**src/rtl/pl_rv32_decode_ctrl.sv**
```systemverilog
// RV32I/M decode-stage controller. It produces a registered control bundle over a
// valid/ready handshake, inserts load-use bubbles and sequences multi-cycle MUL/DIV issue.

package pl_rv32_decode_ctrl_pkg;

  typedef enum logic [3:0] {
    ALU_ADD    = 4'd0,
    ALU_SLL    = 4'd1,
    ALU_SLT    = 4'd2,
    ALU_SLTU   = 4'd3,
    ALU_XOR    = 4'd4,
    ALU_SRL    = 4'd5,
    ALU_OR     = 4'd6,
    ALU_AND    = 4'd7,
    ALU_SUB    = 4'd8,
    ALU_SRA    = 4'd9,
    ALU_PASS_B = 4'd10
  } alu_opcode_e;

  typedef enum logic { REGISTER_A = 1'b0, PC        = 1'b1 } alu_operand_a_src_e;
  typedef enum logic { REGISTER_B = 1'b0, IMMEDIATE = 1'b1 } alu_operand_b_src_e;

  typedef enum logic [2:0] {
    I_TYPE = 3'd0,
    S_TYPE = 3'd1,
    B_TYPE = 3'd2,
    U_TYPE = 3'd3,
    J_TYPE = 3'd4
  } immediate_select_e;

  localparam logic [6:0] OPC_LOAD   = 7'h03;
  localparam logic [6:0] OPC_OP_IMM = 7'h13;
  localparam logic [6:0] OPC_AUIPC  = 7'h17;
  localparam logic [6:0] OPC_STORE  = 7'h23;
  localparam logic [6:0] OPC_OP     = 7'h33;
  localparam logic [6:0] OPC_LUI    = 7'h37;
  localparam logic [6:0] OPC_BRANCH = 7'h63;
  localparam logic [6:0] OPC_JALR   = 7'h67;
  localparam logic [6:0] OPC_JAL    = 7'h6F;
  localparam logic [6:0] OPC_SYSTEM = 7'h73;

  typedef struct packed {
    logic               reg_write_en;
    logic               mem_read_en;
    logic               mem_write_en;
    logic               write_back_sel;
    logic               is_branch;
    logic               is_jump;
    logic               is_muldiv;
    logic               illegal;
    alu_opcode_e        alu_op;
    alu_operand_a_src_e alu_src_a_sel;
    alu_operand_b_src_e alu_src_b_sel;
    immediate_select_e  imm_sel;
    logic [2:0]         funct3;
    logic [4:0]         rd;
  } ctrl_t;

  localparam ctrl_t CTRL_RESET = '{
    reg_write_en:   1'b0,
    mem_read_en:    1'b0,
    mem_write_en:   1'b0,
    write_back_sel: 1'b0,
    is_branch:      1'b0,
    is_jump:        1'b0,
    is_muldiv:      1'b0,
    illegal:        1'b0,
    alu_op:         ALU_ADD,
    alu_src_a_sel:  REGISTER_A,
    alu_src_b_sel:  IMMEDIATE,
    imm_sel:        I_TYPE,
    funct3:         3'd0,
    rd:             5'd0
  };

endpackage

module pl_rv32_decode_ctrl
  import pl_rv32_decode_ctrl_pkg::*;
#(
  parameter int MULDIV_EN        = 0,
  parameter int MULDIV_CYCLES    = 4,
  parameter int LOAD_USE_BUBBLES = 1
) (
  input  logic               clk,
  input  logic               rst,
  input  logic               in_valid,
  output logic               in_ready,
  input  logic [31:0]        instr,
  input  logic               flush,
  input  logic               ex_ready,
  output logic               out_valid,
  output logic               reg_write_en,
  output logic               mem_read_en,
  output logic               mem_write_en,
  output logic               write_back_sel,
  output logic               is_branch,
  output logic               is_jump,
  output logic               is_muldiv,
  output logic               illegal,
  output alu_opcode_e        alu_op,
  output alu_operand_a_src_e alu_src_a_sel,
  output alu_operand_b_src_e alu_src_b_sel,
  output immediate_select_e  imm_sel,
  output logic [2:0]         funct3_out,
  output logic [4:0]         rd_out,
  output logic               busy
);

  typedef enum logic [1:0] { RUN, BUBBLE, MULDIV } state_e;

  state_e     state_q, state_d;
  logic [4:0] cnt_q, cnt_d;
  logic       out_valid_q, out_valid_d;
  ctrl_t      ctrl_q, ctrl_d, dec;

  logic [6:0] opcode, funct7;
  logic [2:0] funct3;
  logic [4:0] rd, rs1, rs2;
  logic       hazard, accept;

  assign opcode = instr[6:0];
  assign rd     = instr[11:7];
  assign funct3 = instr[14:12];
  assign rs1    = instr[19:15];
  assign rs2    = instr[24:20];
  assign funct7 = instr[31:25];

  // NOTE: every field gets a default before the case, so no path can infer a latch.
  always_comb begin
    dec        = CTRL_RESET;
    dec.funct3 = funct3;
    dec.rd     = rd;
    case (opcode)
      OPC_LOAD: begin
        dec.reg_write_en   = 1'b1;
        dec.mem_read_en    = 1'b1;
        dec.write_back_sel = 1'b1;
      end
      OPC_OP_IMM: begin
        dec.reg_write_en = 1'b1;
        dec.alu_op       = alu_opcode_e'({1'b0, funct3});
        if (funct3 == 3'd5 && funct7 == 7'h20) dec.alu_op = ALU_SRA;
      end
      OPC_AUIPC: begin
        dec.reg_write_en  = 1'b1;
        dec.alu_src_a_sel = PC;
        dec.imm_sel       = U_TYPE;
      end
      OPC_STORE: begin
        dec.mem_write_en = 1'b1;
        dec.imm_sel      = S_TYPE;
      end
      OPC_OP: begin
        dec.alu_src_b_sel = REGISTER_B;
        if (funct7 == 7'h00 || funct7 == 7'h20) begin
          dec.reg_write_en = 1'b1;
          dec.alu_op       = alu_opcode_e'({1'b0, funct3});
          if (funct7 == 7'h20 && funct3 == 3'd0) dec.alu_op = ALU_SUB;
          if (funct7 == 7'h20 && funct3 == 3'd5) dec.alu_op = ALU_SRA;
        end else if (funct7 == 7'h01 && MULDIV_EN != 0) begin
          // The M-ext selector travels on funct3; the ALU just sees ADD.
          dec.reg_write_en = 1'b1;
          dec.is_muldiv    = 1'b1;
        end else begin
          dec.illegal = 1'b1;
        end
      end
      OPC_LUI: begin
        dec.reg_write_en = 1'b1;
        dec.alu_op       = ALU_PASS_B;
        dec.imm_sel      = U_TYPE;
      end
      OPC_BRANCH: begin
        dec.is_branch     = 1'b1;
        dec.alu_src_a_sel = PC;
        dec.alu_src_b_sel = REGISTER_B;
        dec.imm_sel       = B_TYPE;
      end
      OPC_JALR: begin
        dec.reg_write_en = 1'b1;
        dec.is_jump      = 1'b1;
      end
      OPC_JAL: begin
        dec.reg_write_en  = 1'b1;
        dec.is_jump       = 1'b1;
        dec.alu_src_a_sel = PC;
        dec.imm_sel       = J_TYPE;
      end
      OPC_SYSTEM: ;
      default: dec.illegal = 1'b1;
    endcase
    if (dec.illegal || rd == 5'd0) dec.reg_write_en = 1'b0;
    if (dec.illegal) begin
      dec.mem_read_en  = 1'b0;
      dec.mem_write_en = 1'b0;
    end
  end

  // A held load whose destination feeds the incoming instruction must not be bypassed.
  assign hazard = (LOAD_USE_BUBBLES > 0) && in_valid && out_valid_q &&
                  ctrl_q.mem_read_en && (ctrl_q.rd != 5'd0) &&
                  (rs1 == ctrl_q.rd || rs2 == ctrl_q.rd);

  assign in_ready = (!out_valid_q || ex_ready) && (state_q == RUN) && !hazard;
  assign accept   = in_valid && in_ready && !flush;

  always_comb begin
    state_d     = state_q;
    cnt_d       = cnt_q;
    out_valid_d = out_valid_q;
    ctrl_d      = ctrl_q;

    unique case (state_q)
      RUN: begin
        if (hazard && ex_ready) begin
          state_d = BUBBLE;
          cnt_d   = 5'(LOAD_USE_BUBBLES);
        end else if (accept && dec.is_muldiv) begin
          state_d = MULDIV;
          cnt_d   = 5'(MULDIV_CYCLES - 1);
        end
      end
      BUBBLE: begin
        if (cnt_q <= 5'd1) begin
          state_d = RUN;
          cnt_d   = 5'd0;
        end else begin
          cnt_d = cnt_q - 5'd1;
        end
      end
      MULDIV: begin
        if (cnt_q == 5'd0) begin
          if (ex_ready) state_d = RUN;
        end else begin
          cnt_d = cnt_q - 5'd1;
        end
      end
      default: begin
        state_d = RUN;
        cnt_d   = 5'd0;
      end
    endcase

    if (accept) begin
      out_valid_d = 1'b1;
      ctrl_d      = dec;
    end else if (ex_ready) begin
      out_valid_d = 1'b0;
    end

    if (flush) begin
      state_d     = RUN;
      cnt_d       = 5'd0;
      out_valid_d = 1'b0;
    end
  end

  // NOTE: state uses non-blocking assignment so every flop samples pre-edge values.
  always_ff @(posedge clk) begin
    if (rst) begin
      state_q     <= RUN;
      cnt_q       <= 5'd0;
      out_valid_q <= 1'b0;
      ctrl_q      <= CTRL_RESET;
    end else begin
      state_q     <= state_d;
      cnt_q       <= cnt_d;
      out_valid_q <= out_valid_d;
      ctrl_q      <= ctrl_d;
    end
  end

  assign out_valid      = out_valid_q;
  assign reg_write_en   = ctrl_q.reg_write_en;
  assign mem_read_en    = ctrl_q.mem_read_en;
  assign mem_write_en   = ctrl_q.mem_write_en;
  assign write_back_sel = ctrl_q.write_back_sel;
  assign is_branch      = ctrl_q.is_branch;
  assign is_jump        = ctrl_q.is_jump;
  assign is_muldiv      = ctrl_q.is_muldiv;
  assign illegal        = ctrl_q.illegal;
  assign alu_op         = ctrl_q.alu_op;
  assign alu_src_a_sel  = ctrl_q.alu_src_a_sel;
  assign alu_src_b_sel  = ctrl_q.alu_src_b_sel;
  assign imm_sel        = ctrl_q.imm_sel;
  assign funct3_out     = ctrl_q.funct3;
  assign rd_out         = ctrl_q.rd;
  assign busy           = (state_q != RUN);

endmodule

```
**config.mk**
```make
export PLATFORM = sky130hd
export DESIGN_NAME = pl_rv32_decode_ctrl
export DESIGN_NICKNAME = d
export VERILOG_FILES = /design/src/rtl/pl_rv32_decode_ctrl.sv
export SDC_FILE = /design/constraint.sdc
export NUM_CORES = 1
export LEC_CHECK = 0
export CAP_MARGIN = 20
export CORE_MARGIN = 4
export CORE_UTILIZATION = 45
export CTS_BUF_LIST = sky130_fd_sc_hd__clkbuf_16
export CTS_CLUSTER_DIAMETER = 200
export DETAILED_ROUTE_END_ITERATION = 8
export PLACE_DENSITY = 0.8
export SYNTH_ARGS = -nofsm -noshare
export SYNTH_HDL_FRONTEND = slang
export SYNTH_SLANG_ARGS = --single-unit
export TNS_END_PERCENT = 50
```
**constraint.sdc**
```tcl
create_clock -name clk -period 2 [get_ports clk]
set_input_delay 0.2 -clock clk [delete_from_list [all_inputs] [get_ports clk]]
set_output_delay 0.2 -clock clk [all_outputs]
set_load 0.005 [all_outputs]
```
# Word-level counts from Yosys, hierarchy flattened
# Cells that the tools add are included.
totals:
  regBits: 32
  output_inout_bits: 28
classes:
  n_addsub: 1
  order_cmp: 1
  eq_ne: 21
  n_mux: 29
  n_reduce_logical: 35
op_table:
  columns: ["op", "n"]
  rows:
  - ["equality test 7 x 6 -> 1 bit, second input constant", 4]
  - ["equality test 7 bit, second input constant", 4]
  - ["two-way mux 4 bit", 4]
  - ["two-way mux 5 bit", 3]
  - ["one-hot mux 5 bit (3 select lines)", 1]
  - ["equality test 7 x 5 -> 1 bit, second input constant", 2]
  - ["one-hot mux 3 bit (4 select lines)", 1]
  - ["one-hot mux 4 bit (3 select lines)", 1]
  - ["logical AND 1 bit", 11]
  - ["two-way mux 1 bit", 11]
  - ["equality test 5 bit", 2]
  - ["logical NOT 5 bit", 2]
  - ["two-way mux 2 bit", 5]
  - ["OR reduction 9 bit", 1]
  - ["inequality test 2 bit, second input constant", 4]
  - ["OR reduction 2 bit", 4]
  - ["equality test 7 x 2 -> 1 bit, second input constant", 1]
  - ["logical NOT 7 bit", 1]
  - ["one-hot mux 2 bit (3 select lines)", 1]
  - ["OR reduction 6 bit", 1]
  - ["<= comparator 5 x 1 -> 1 bit, second input constant", 1]
  - ["nonzero test 5 bit", 1]
  - ["subtractor 5 x 1 -> 5 bit, second input constant", 1]
  - ["logical OR 1 bit", 4]
  - ["other kinds (12)", 16]

# Longest topological paths before layout
# Gate-level depths: netlist of run 1.
depth:
  ltp_word: 9
  mapped_depth: 6
  depth_no_buf: 6

# Worst setup path after synthesis of run 1
# No wires, ideal clock.
synth_path:
  kind: "register to output"
  startpoint: "reg ctrl_q (netlist bit rd_out[1])"
  endpoint: "out in_ready"
  arrival_time_ps: 1674
  required_ps: 1800
  path_slack_ps: 126
  stages_incl_launch_ff: 6
  path_cell_list: "dfxtp_1 > or4_4 > o2111ai_4 > buf_4 > nor2_1 > nor3_1"
synth_between:
  elab_chain_len: 5
  word_cells_on_any_way: 8
synth_lines:
  columns: ["element", "line_no", "source"]
  rows:
  - ["from (decl)", "115", "ctrl_t ctrl_q, ctrl_d, dec;"]
  - ["from (signal assigned)", "270", "ctrl_q <= ctrl_d;"]
  - ["equality test 5 bit or nonzero test 5 bit (tied branches)", "203, 202", null]
  - ["logical OR 1 bit or logical AND 1 bit (tied branches)", "203, 202", null]
  - ["logical AND 1 bit (*)", "202", "ctrl_q.mem_read_en && (ctrl_q.rd != 5'd0) &&"]
  - ["logical NOT 1 bit (*)", "205", "assign in_ready = (!out_valid_q || ex_ready) && (state_q == RUN) && !hazard;"]
  - ["logical AND 1 bit (*)", "205", null]
  - ["to (decl)", "88", "output logic in_ready,"]
# Every way passes the cells marked *; elsewhere a longest branch is shown, timed or not.

# Worst setup path in the final report of run 1
layout_path:
  startpoint: "reg ctrl_q (netlist bit rd_out[4])"
  endpoint: "out in_ready"
# The elaborated chain is that of the path after synthesis.

==> out/metrics.yaml, run 1 <==
cts:
  clkSlewWorstSetupHoldPaths_ns: 0.05
  ctsHtreeMaxLevel: 2
  root_buffer: "clkbuf_16"
  clock_insertion_delay_worst_skew_ns: 0.28
  cts_max_path_buffers: 2
  clock_sinks: 31
  ctsHoldBuffers: 0
  number_of_clock_buffers_inserted_by_tritoncts: 5
  cts_tree: "built"
drt:
  dr_total_vias: 1989
  wirelength_um: 5500
  drc: 0
  drt_first_iter_violations: 172
  post_drt_via_cell_ratio: 5.62
  wl_per_cell_um: 15.5
  antenna_left: 0
  drt-pass1-iter-count: 4
power_and_ir_drop:
  static-leakage-power_nw: 1.05
  swShare_pct: 24.4
  powerDensity_nw_per_um2: 576
  comb_power_share_pct: 18.1
  vdd_ir_drop_max_uv: 507
  seq_power_share_pct: 38.8
  p_clk_share_pct: 43.1
  net-switching-power_w: 0.000404
  cell_internal_pwr_w: 0.00125
sta:
  finalHoldViolations: 0
  timing.clock.skew_ns: 0.00430
  final_period_utilization_pct: 97.7
  post-route-min-period_ns: 1.95
  fmax_mhz: 512
  slew_violations: 0
  final-setup-viol-count: 0
  final.setup.tns_ns: 0
  setup_repair_after_global_routing_missed_its_margin: "yes"
placed_design:
  placed_area_um2: 2690
  gp_congestion: 0.835
  port_buffers: 63
  place.detailed.instances: 344
  dp_hpwl_um: 3960
floorplanning:
  dieWidth_um: 71.5
  num_rows: 22
  floorplan.die_area_um2: 5120
  initial_standard_cell_utilization_of_the_core_pct: 48.2
  design.portCount: 65
  die_span_y_um: 71.5
  design.core.area_um2: 3770
synth:
  synth_seq_area_share_pct: 34.2
  postSynth.asyncResetShare_pct: 0
  postSynthRegisterBits: 31
  avgSynthCellArea_um2: 8.45
  synth-warning-count: 0
  synthCells: 215
  ys_dominant_reg_cell: "dfxtp_1"
  ys_types: 48
  syn-cell-area_um2: 1820
  postSynthNetCount: 254
  synth-edff-count: 0
global_route:
  grt_max_degree: 16
  globalRoute.totalOverflow: 0
  grt_pass1_wl_um: 8830
  grtUsageTotal_pct: 21.3
  first_global_vias: 1870
  antenna_found_initial: 0
setup_path:
  path_cells: "or4_4, o2111ai_4, nor2_4, nor3_2, buf_2"
  critPathSlowestCell: "or4_4"
  cpPeakStageDelay_ns: 0.54
  path_type_of_the_worst_setup_path: "reg2out"
  worst-endpoint-arrival_ns: 1.75
  timing.critical_path.fanout_max: 2
  critical_path.startpoint_type: "flip-flop"
  cp_data_required_time_ns: 1.80
  critical_path_end_type: "output port"
final_layout:
  fin_nets: 344
  area_growth_pct: 58.1
  finalInstanceArea_um2: 2870
  stdcell_count: 354
  layout-drive-gt1-share_pct: 19.6
  diodes: 0
run:
  drv.max_cap_violation_count: 0
hold_path:
  hold_path_class: "reg2reg"
status:
  run_status: "finished clean"
-- per-stage QoR --
stage / hold slack (ns) / util [%] / power, W / setup slack [ns]
3_3_place_gp: 0.446 / 71.4 / 0.000945 / -0.0165
5_1_grt: 0.477 / 76.2 / 0.00172 / -0.0452
3_5_place_dp: 0.449 / 71.4 / 0.000948 / -0.0594
4_1_cts: 0.459 / 75.0 / 0.00166 / 0.0000442
6_report: 0.451 / 76.2 / 0.00166 / 0.0460
2_1_floorplan: 0.277 / - / 0.000775 / 0.126
-- worst paths after layout --
kind / from / to / slack (ns) / depth (start not counted)
min: alu_op[3] / alu_op[3] / 0.45 / 2
max reg2reg: rd_out[4] / is_jump / 0.05 / 6
min reg2reg: alu_op[3] / alu_op[3] / 0.45 / 2
max: rd_out[4] / in_ready / 0.05 / 5
-- flip-flops by register name, indices dropped and copies added (netlist names), 3 cells and up --
| name | flops |
|---|---|
| imm_sel | 3 |
| rd_out | 5 |
| funct3_out | 3 |
| alu_op | 4 |
| cnt_q | 5 |
-- cells in the final DEF (no fill, tap or decap), drive strengths merged, types with 3 or more instances in the layout --
cell           Yosys  routed
o31ai              3       3
clkdlybuf4s50      0      62
nor4               3       3
nor2b              8       8
mux2               4       4
o211ai            22      22
nand4              7       7
clkbuf            11       5
nand2             11      11
nor3               3       3
a21oi             14      14
mux2i              5       5
xnor2             10      10
o21ai             10      10
a211oi             6       6
buf                3      35
inv               12      13
nor2              12      12
nand3              7       7
and3               3       3
a31o               5       5
dfxtp             31      31
-- critical path: cells and delay by family, from the launching register on --
family,cells,cell delay (ns)
flip-flops,1,0.31
AO/OA/AOI/OAI,1,0.28
buffers and inverters,1,0.13
AND/OR/NAND/NOR,3,0.75
-- cells in the mapped netlist, types with 2 or more instances --
master / n / area share (%)
ha_1: 2 / 1.4
mux2_2: 4 / 2.5
o22ai_1: 2 / 0.69
o21ai_2: 2 / 0.96
nor2b_1: 8 / 2.8
a21boi_0: 2 / 0.83
nand3_1: 7 / 1.9
o211ai_1: 22 / 9.1
nand4_1: 7 / 2.4
nand2_1: 10 / 2.1
dfxtp_1: 31 / 34
inv_1: 11 / 2.3
buf_4: 2 / 0.83
and3_1: 3 / 1.0
nor3_1: 3 / 0.83
o31ai_1: 3 / 1.2
clkbuf_1: 11 / 2.3
xnor2_1: 10 / 4.8
nor2_1: 12 / 2.5
a21oi_1: 13 / 3.6
a31o_2: 5 / 2.4
a211oi_1: 6 / 2.5
nor4_1: 3 / 1.0
mux2i_1: 5 / 2.8
o21ai_0: 8 / 2.2
-- power by group through the flow --
stage          Sequential, W  Clock [W]  Combinational [W]
6_report            0.000642   0.000713           0.000300
3_5_place_dp        0.000655          0           0.000293
5_1_grt             0.000644   0.000756           0.000325
2_1_floorplan       0.000658          0           0.000117
3_3_place_gp        0.000654          0           0.000291
4_1_cts             0.000642   0.000723           0.000295
-- kinds of logic (layout without fill, tap and decap cells) --
logic type                 count (synthesis)  count (layout)  share of synthesized area, %
buffers and inverters                     26             117                          5.99
AOI/OAI and AO/OA                         70              70                          27.9
and+or+nand+nor                           66              66                          20.3
xor gates and xnor gates                  10              10                          4.82
adders and majority gates                  2               2                          1.38
muxes                                      9               9                          5.23
DFF                                       31              31                          34.2
other                                      1               1                         0.206
-- routing by layer --
layer / global-route usage, % / wire length, µm / vias up
li1: - / - / 984
met1: 27.8 / 2350 / 911
met2: 33.3 / 2630 / 83
met3: 6.31 / 435 / 11
met4: 7.72 / 90 / 0
met5: 0 / 0 / -
-- cell type report --
| type | instances | area [µm²] |
|---|---|---|
| inverter | 12 | 47.5 |
| sequential | 31 | 622 |
| timing repair buffer | 97 | 893 |
| fill | 282 | 898 |
| tap | 48 | 60.1 |
| clock buffer | 5 | 125 |
| clock inverter | 3 | 11.3 |
| multi-input combinational | 158 | 1110 |
-- timing repair --
item                                    in CTS  in global routing
buffers inserted                             0                  2
pin swaps                                    1                  3
resized for setup                            3                  9
endpoints found under the setup margin       1                  9
cloned                                       0                  0
(Power assumes the default switching activity.)
==> run 2: changes to the inputs <==
- CORE_UTILIZATION: 45 -> 49
- DONT_BUFFER_PORTS: not set -> 1
- PLACE_DENSITY: 0.8 -> not set
==> out/metrics.yaml, run 2 (synthesis gave the netlist of run 1 again) <==
placed_design:
  gp_congestion: 0.772
  dp_hpwl_um: 3840
  port_buffers: 0
  detailedPlace.worstSlack_ns: 0.0766
power_and_ir_drop:
  fin_total_pwr_w: 0.00150
  static-leakage-power_nw: 0.754
  powerDensity_nw_per_um2: 701
  vdd_ir_drop_max_uv: 449
setup_path:
  path_cells: "or4_4, o2111ai_4, nor2_1, nor3_2"
  worst-endpoint-arrival_ns: 1.75
  timing.reg2reg.worst_path_depth: 6
  critical_path_end_type: "output port"
  critical_path.startpoint_type: "flip-flop"
  cpPeakStageDelay_ns: 0.55
  critPathSlowestCell: "or4_4"
  path_type_of_the_worst_setup_path: "reg2out"
  cp_data_required_time_ns: 1.80
  timing.critical_path.fanout_max: 7
global_route:
  global_route_met2_usage_pct: 37.5
  global_route.peak_usage_layer: "met2"
  grt_pass1_wl_um: 7640
  grt_max_degree: 16
  grtUsageTotal_pct: 22.2
  gr-usage-met3_pct: 6.97
  met1_usage_grt_pct: 25.7
  globalRoute.totalOverflow: 0
  antenna_found_initial: 0
  first_global_vias: 1627
cts:
  clock_sinks: 31
  clkSlewWorstSetupHoldPaths_ns: 0.05
  ctsHtreeMaxLevel: 2
  post-cts-setup-buffer-count: 0
  cts_max_path_buffers: 2
  cts_tree: "built"
  clock_insertion_delay_worst_skew_ns: 0.27
  root_buffer: "clkbuf_16"
  number_of_clock_buffers_inserted_by_tritoncts: 5
final_layout:
  fillers: 323
  area_growth_pct: 17.5
  multiInputGateArea_um2: 1110
  diodes: 0
  commonest_non_fill_non_tap_cells_in_the_layout: "31 x dfxtp_1, 22 x o211ai_1, 19 x buf_4, 13 x inv_1, 13 x a21oi_1"
  final_common_cell: "dfxtp_1"
  layout.area.seq_um2: 621
  fin_nets: 268
  layout-drive-gt1-share_pct: 19.6
drt:
  post_drt_via_cell_ratio: 6.14
  wirelength_um: 4950
  drc: 0
  dr_total_vias: 1695
  antenna_left: 0
  drt-pass1-iter-count: 4
  wl_per_cell_um: 17.9
  drt_first_iter_violations: 69
floorplanning:
  die_span_y_um: 68.9
  initial_standard_cell_utilization_of_the_core_pct: 52.4
  floorplan.die_area_um2: 4750
  dieWidth_um: 68.9
  design.portCount: 65
  design.core.area_um2: 3470
  num_rows: 21
hold_path:
  hold_path_class: "in2reg"
  timing.hold.worst_path_depth: 1
sta:
  post-route-min-period_ns: 1.95
  final_period_utilization_pct: 97.7
  setup_repair_after_global_routing_missed_its_margin: "yes"
  layout_setup_ws_ns: 0.0459
  finalHoldViolations: 0
  timing.clock.skew_ns: 0.00304
  maxSlewHeadroom_pct: 60.8
  final-setup-viol-count: 0
  slew_violations: 0
  fmax_mhz: 512
  timing_worst_slew_pin_value_ns: 0.586
status:
  run_status: "finished clean"
run:
  drv.max_cap_violation_count: 0
==> run 2: cell types whose count changed in the layout (fill, tap and decap cells not counted), sizes merged <==
cell,before,now
clkdlybuf4s50,62,0
buf,35,19
dlygate4sd3,0,2
clkinv,2,1
inv,13,14
==> run 2: worst paths after layout <==
path | startpoint | to | slack (ns)
worst min-delay path | ex_ready | state_q[0] | 0.08
worst min register to register | reg_write_en | reg_write_en | 0.48
worst max-delay path | rd_out[1] | in_ready | 0.05
worst max register to register | rd_out[1] | imm_sel[1] | 0.05
==> run 2: metrics by stage <==
stage / hold slack, ns / util (%) / instance area (µm²) / TNS [ns] / instances
6_report: 0.0795 / 61.5 / 2130 / 0 / 276
5_1_grt: 0.0741 / 61.5 / 2130 / -0.0722 / 276
4_1_cts: 0.0730 / 61.3 / 2120 / 0 / 276
3_5_place_dp: 0.272 / 56.6 / 1960 / 0 / 266
3_3_place_gp: 0.267 / 56.6 / 1960 / 0 / 266
2_1_floorplan: 0.277 / - / 1820 / 0 / 215
==> run 2: timing repair <==
item                       in CTS  in global routing
hold buffers                    2                  0
hold endpoints to repair       13                  0
gates resized for setup         1                  2
setup endpoints to repair       1                  8
==> run 2: layout make-up <==
class                      count  area share (%)
multi-input combinational    158            51.9
sequential                    31            29.1
timing repair buffer          21            7.62
clock buffer                   5            5.86
tap                           46            2.70
inverter                      12            2.23
clock inverter                 3           0.586
==> run 2: report_power, final <==
part	switching, W	internal [W]	total (W)
clock network	0.000239	0.000447	0.000686
registers	0.0000108	0.000633	0.000644
logic	0.0000898	0.0000753	0.000165
==> run 2: routing by layer <==
metal	routed length [µm]	part of all wire, %
met1	1980	40
met4	76	1.5
met5	0	0
met3	435	8.8
met2	2460	50
==> run 2: worst max-delay path, delay by kind of cell, from the launching register on <==
family             cells  cell delay (ns)
and+or+nand+nor        3             0.87
DFF                    1             0.31
AOI/OAI and AO/OA      1             0.30
==> run 3: changes to the inputs <==
- ABC_AREA: not set -> 1
- CORE_ASPECT_RATIO: not set -> 0.75
==> out/metrics.yaml, run 3 <==
sta:
  setup_repair_after_global_routing_missed_its_margin: "no"
  fmax_mhz: 579
  timing_worst_slew_pin_value_ns: 0.493
  hold_ws_ns: 0.0622
  timing.clock.skew_ns: 0.00326
  post-route-min-period_ns: 1.73
  final.setup.tns_ns: 0
  maxSlewHeadroom_pct: 67.0
  final-setup-viol-count: 0
  slew_violations: 0
  final_period_utilization_pct: 86.3
  layout_setup_ws_ns: 0.274
  finalHoldViolations: 0
floorplanning:
  design.portCount: 65
  design.core.area_um2: 3680
  initial_standard_cell_utilization_of_the_core_pct: 51.1
  die_span_y_um: 61.7
  num_rows: 19
  floorplan.die_area_um2: 4910
  dieWidth_um: 79.6
synth:
  synthCells: 312
  synth-edff-count: 0
  synth-warning-count: 0
  postSynthNetCount: 351
  postSynthRegisterBits: 31
  postSynth.asyncResetShare_pct: 0
  post_synth_main_area_contributors: "dfxtp_1 33%, nand2_1 17%, nor2_1 11%"
  synth_top_area_share_pct: 32.9
  yosysMostFrequentCell: "nand2_1"
  synth_common_cells: "85 x nand2_1, 56 x nor2_1, 52 x inv_1"
  synth_seq_area_share_pct: 32.9
  avgSynthCellArea_um2: 6.04
  ys_dominant_reg_cell: "dfxtp_1"
  synth_top_cell_by_area: "dfxtp_1"
  ys_types: 29
  syn-cell-area_um2: 1880
final_layout:
  final_common_cell: "nand2_1"
  commonest_non_fill_non_tap_cells_in_the_layout: "85 x nand2_1, 56 x nor2_1, 54 x inv_1, 31 x dfxtp_1, 19 x nand3_1"
  layout-drive-gt1-share_pct: 4.44
  diodes: 0
  finalInstanceArea_um2: 2050
  fillers: 387
  multiInputGateArea_um2: 1000
  area_growth_pct: 8.96
  layout.area.seq_um2: 621
  fin_nets: 353
  layout.core_utilization_pct: 55.7
global_route:
  antenna_found_initial: 0
  grtUsageTotal_pct: 18.9
  grt_pass1_wl_um: 7040
  globalRoute.totalOverflow: 0
  first_global_vias: 1503
  grt_max_degree: 40
setup_path:
  cpPeakStageDelay_ns: 0.43
  worst-endpoint-arrival_ns: 1.89
  path_type_of_the_worst_setup_path: "reg2reg"
  timing.critical_path.fanout_max: 39
  critical_path.n_buffers_inverters: 0
  crit_path_frequent_cell: "nor2_1"
  critical_path_end_type: "flip-flop"
  critPathSlowestCell: "dfxtp_1"
  critical_path.startpoint_type: "flip-flop"
  path_cells: "nor2_1, nor2_1, nor2_1, nand3_1, nand2_2, nand2_4, nand3_4, o21ai_0, nor2_1"
  cp_data_required_time_ns: 2.16
  crit_family: "simple AND/OR/NAND/NOR gates"
run:
  drv.max_cap_violation_count: 0
cts:
  postcts_resize_cnt: 0
  number_of_clock_buffers_inserted_by_tritoncts: 5
  cts_tree: "built"
  clkSlewWorstSetupHoldPaths_ns: 0.05
  root_buffer: "clkbuf_16"
  clock_sinks: 31
  cts_max_path_buffers: 2
  post-cts-setup-buffer-count: 0
  clock_insertion_delay_worst_skew_ns: 0.27
  ctsHtreeMaxLevel: 2
  ctsHoldBuffers: 1
power_and_ir_drop:
  static-leakage-power_nw: 1.07
  vdd_ir_drop_max_uv: 457
  powerDensity_nw_per_um2: 743
drt:
  wirelength_um: 4530
  drc: 0
  wl_per_cell_um: 12.4
  antenna_left: 0
  drt_first_iter_violations: 101
  drt-pass1-iter-count: 4
  dr_total_vias: 1775
  post_drt_via_cell_ratio: 4.84
placed_design:
  placed_area_um2: 1910
  gp_congestion: 0.819
  port_buffers: 0
  detailedPlace.worstSlack_ns: 0.266
  dp_hpwl_um: 3450
status:
  run_status: "finished clean"
hold_path:
  hold_path_class: "in2reg"
[run 3: changes by cell type after synthesis, moves of 5 or more]
cell,previous run,this run
a211oi_1,6,0
a31o_2,5,0
clkbuf_1,11,2
inv_1,11,52
mux2i_1,5,0
nand2_1,10,85
nand3_1,7,19
nor2_1,12,56
nor2b_1,8,0
o211ai_1,22,4
xnor2_1,10,2
[run 3: kinds of logic after synthesis]
kind of cell / count (synthesis) / share of synthesized area [%]
simple gates: 181 / 40.7
fa+ha+maj: 2 / 1.33
flops: 31 / 32.9
xor+xnor: 4 / 1.86
buf+inv: 62 / 13.9
other cells: 1 / 0.199
compound gates: 31 / 9.10
[run 3: path summary, 6_finish.rpt]
| check | startpoint | slack (ns) | end | cells past startpoint |
|---|---|---|---|---|
| worst max-delay path | rd_out[0] | 0.27 | imm_sel[2] | 9 |
| worst min-delay path | instr[9] | 0.06 | rd_out[2] | 2 |
| worst max register to register | rd_out[0] | 0.27 | imm_sel[2] | 9 |
| worst min register to register | write_back_sel | 0.48 | write_back_sel | 2 |
[run 3: area by class of cell]
cell class | instances | area share (%)
multi-input combinational | 219 | 48.8
sequential | 31 | 30.2
inverter | 54 | 9.87
clock buffer | 5 | 6.09
tap | 52 | 3.17
timing repair buffer | 3 | 1.22
clock inverter | 3 | 0.609
[run 3: power by group]
part	internal, W	total [W]	switching, W
Sequential	0.000644	0.000669	0.0000247
Combinational	0.0000553	0.000151	0.0000954
Clock	0.000448	0.000705	0.000256
[run 3: worst register-to-register path, cell delays in order (launching register included)]
cell     delay [ns]
dfxtp_1        0.43
nor2_1         0.08
nor2_1         0.10
nor2_1         0.04
nand3_1        0.07
nand2_2        0.09
nand2_4        0.12
nand3_4        0.34
o21ai_0        0.28
nor2_1         0.06
[run 3: per-stage QoR]
stage / cells / power (W)
floorplan: 312 / 0.000811
global placement: 358 / 0.000829
detailed placement: 358 / 0.000830
CTS: 367 / 0.00154
global route: 367 / 0.00160
finish: 367 / 0.00152
[run 3: per-layer routing]
metal | up-vias | part of all wire (%) | GRT usage [%]
met3 | 5 | 12 | 8.65
met4 | 0 | 1.1 | 6.62
li1 | 964 | - | -
met1 | 740 | 49 | 26.7
met2 | 66 | 38 | 25.0
met5 | - | 0 | 0
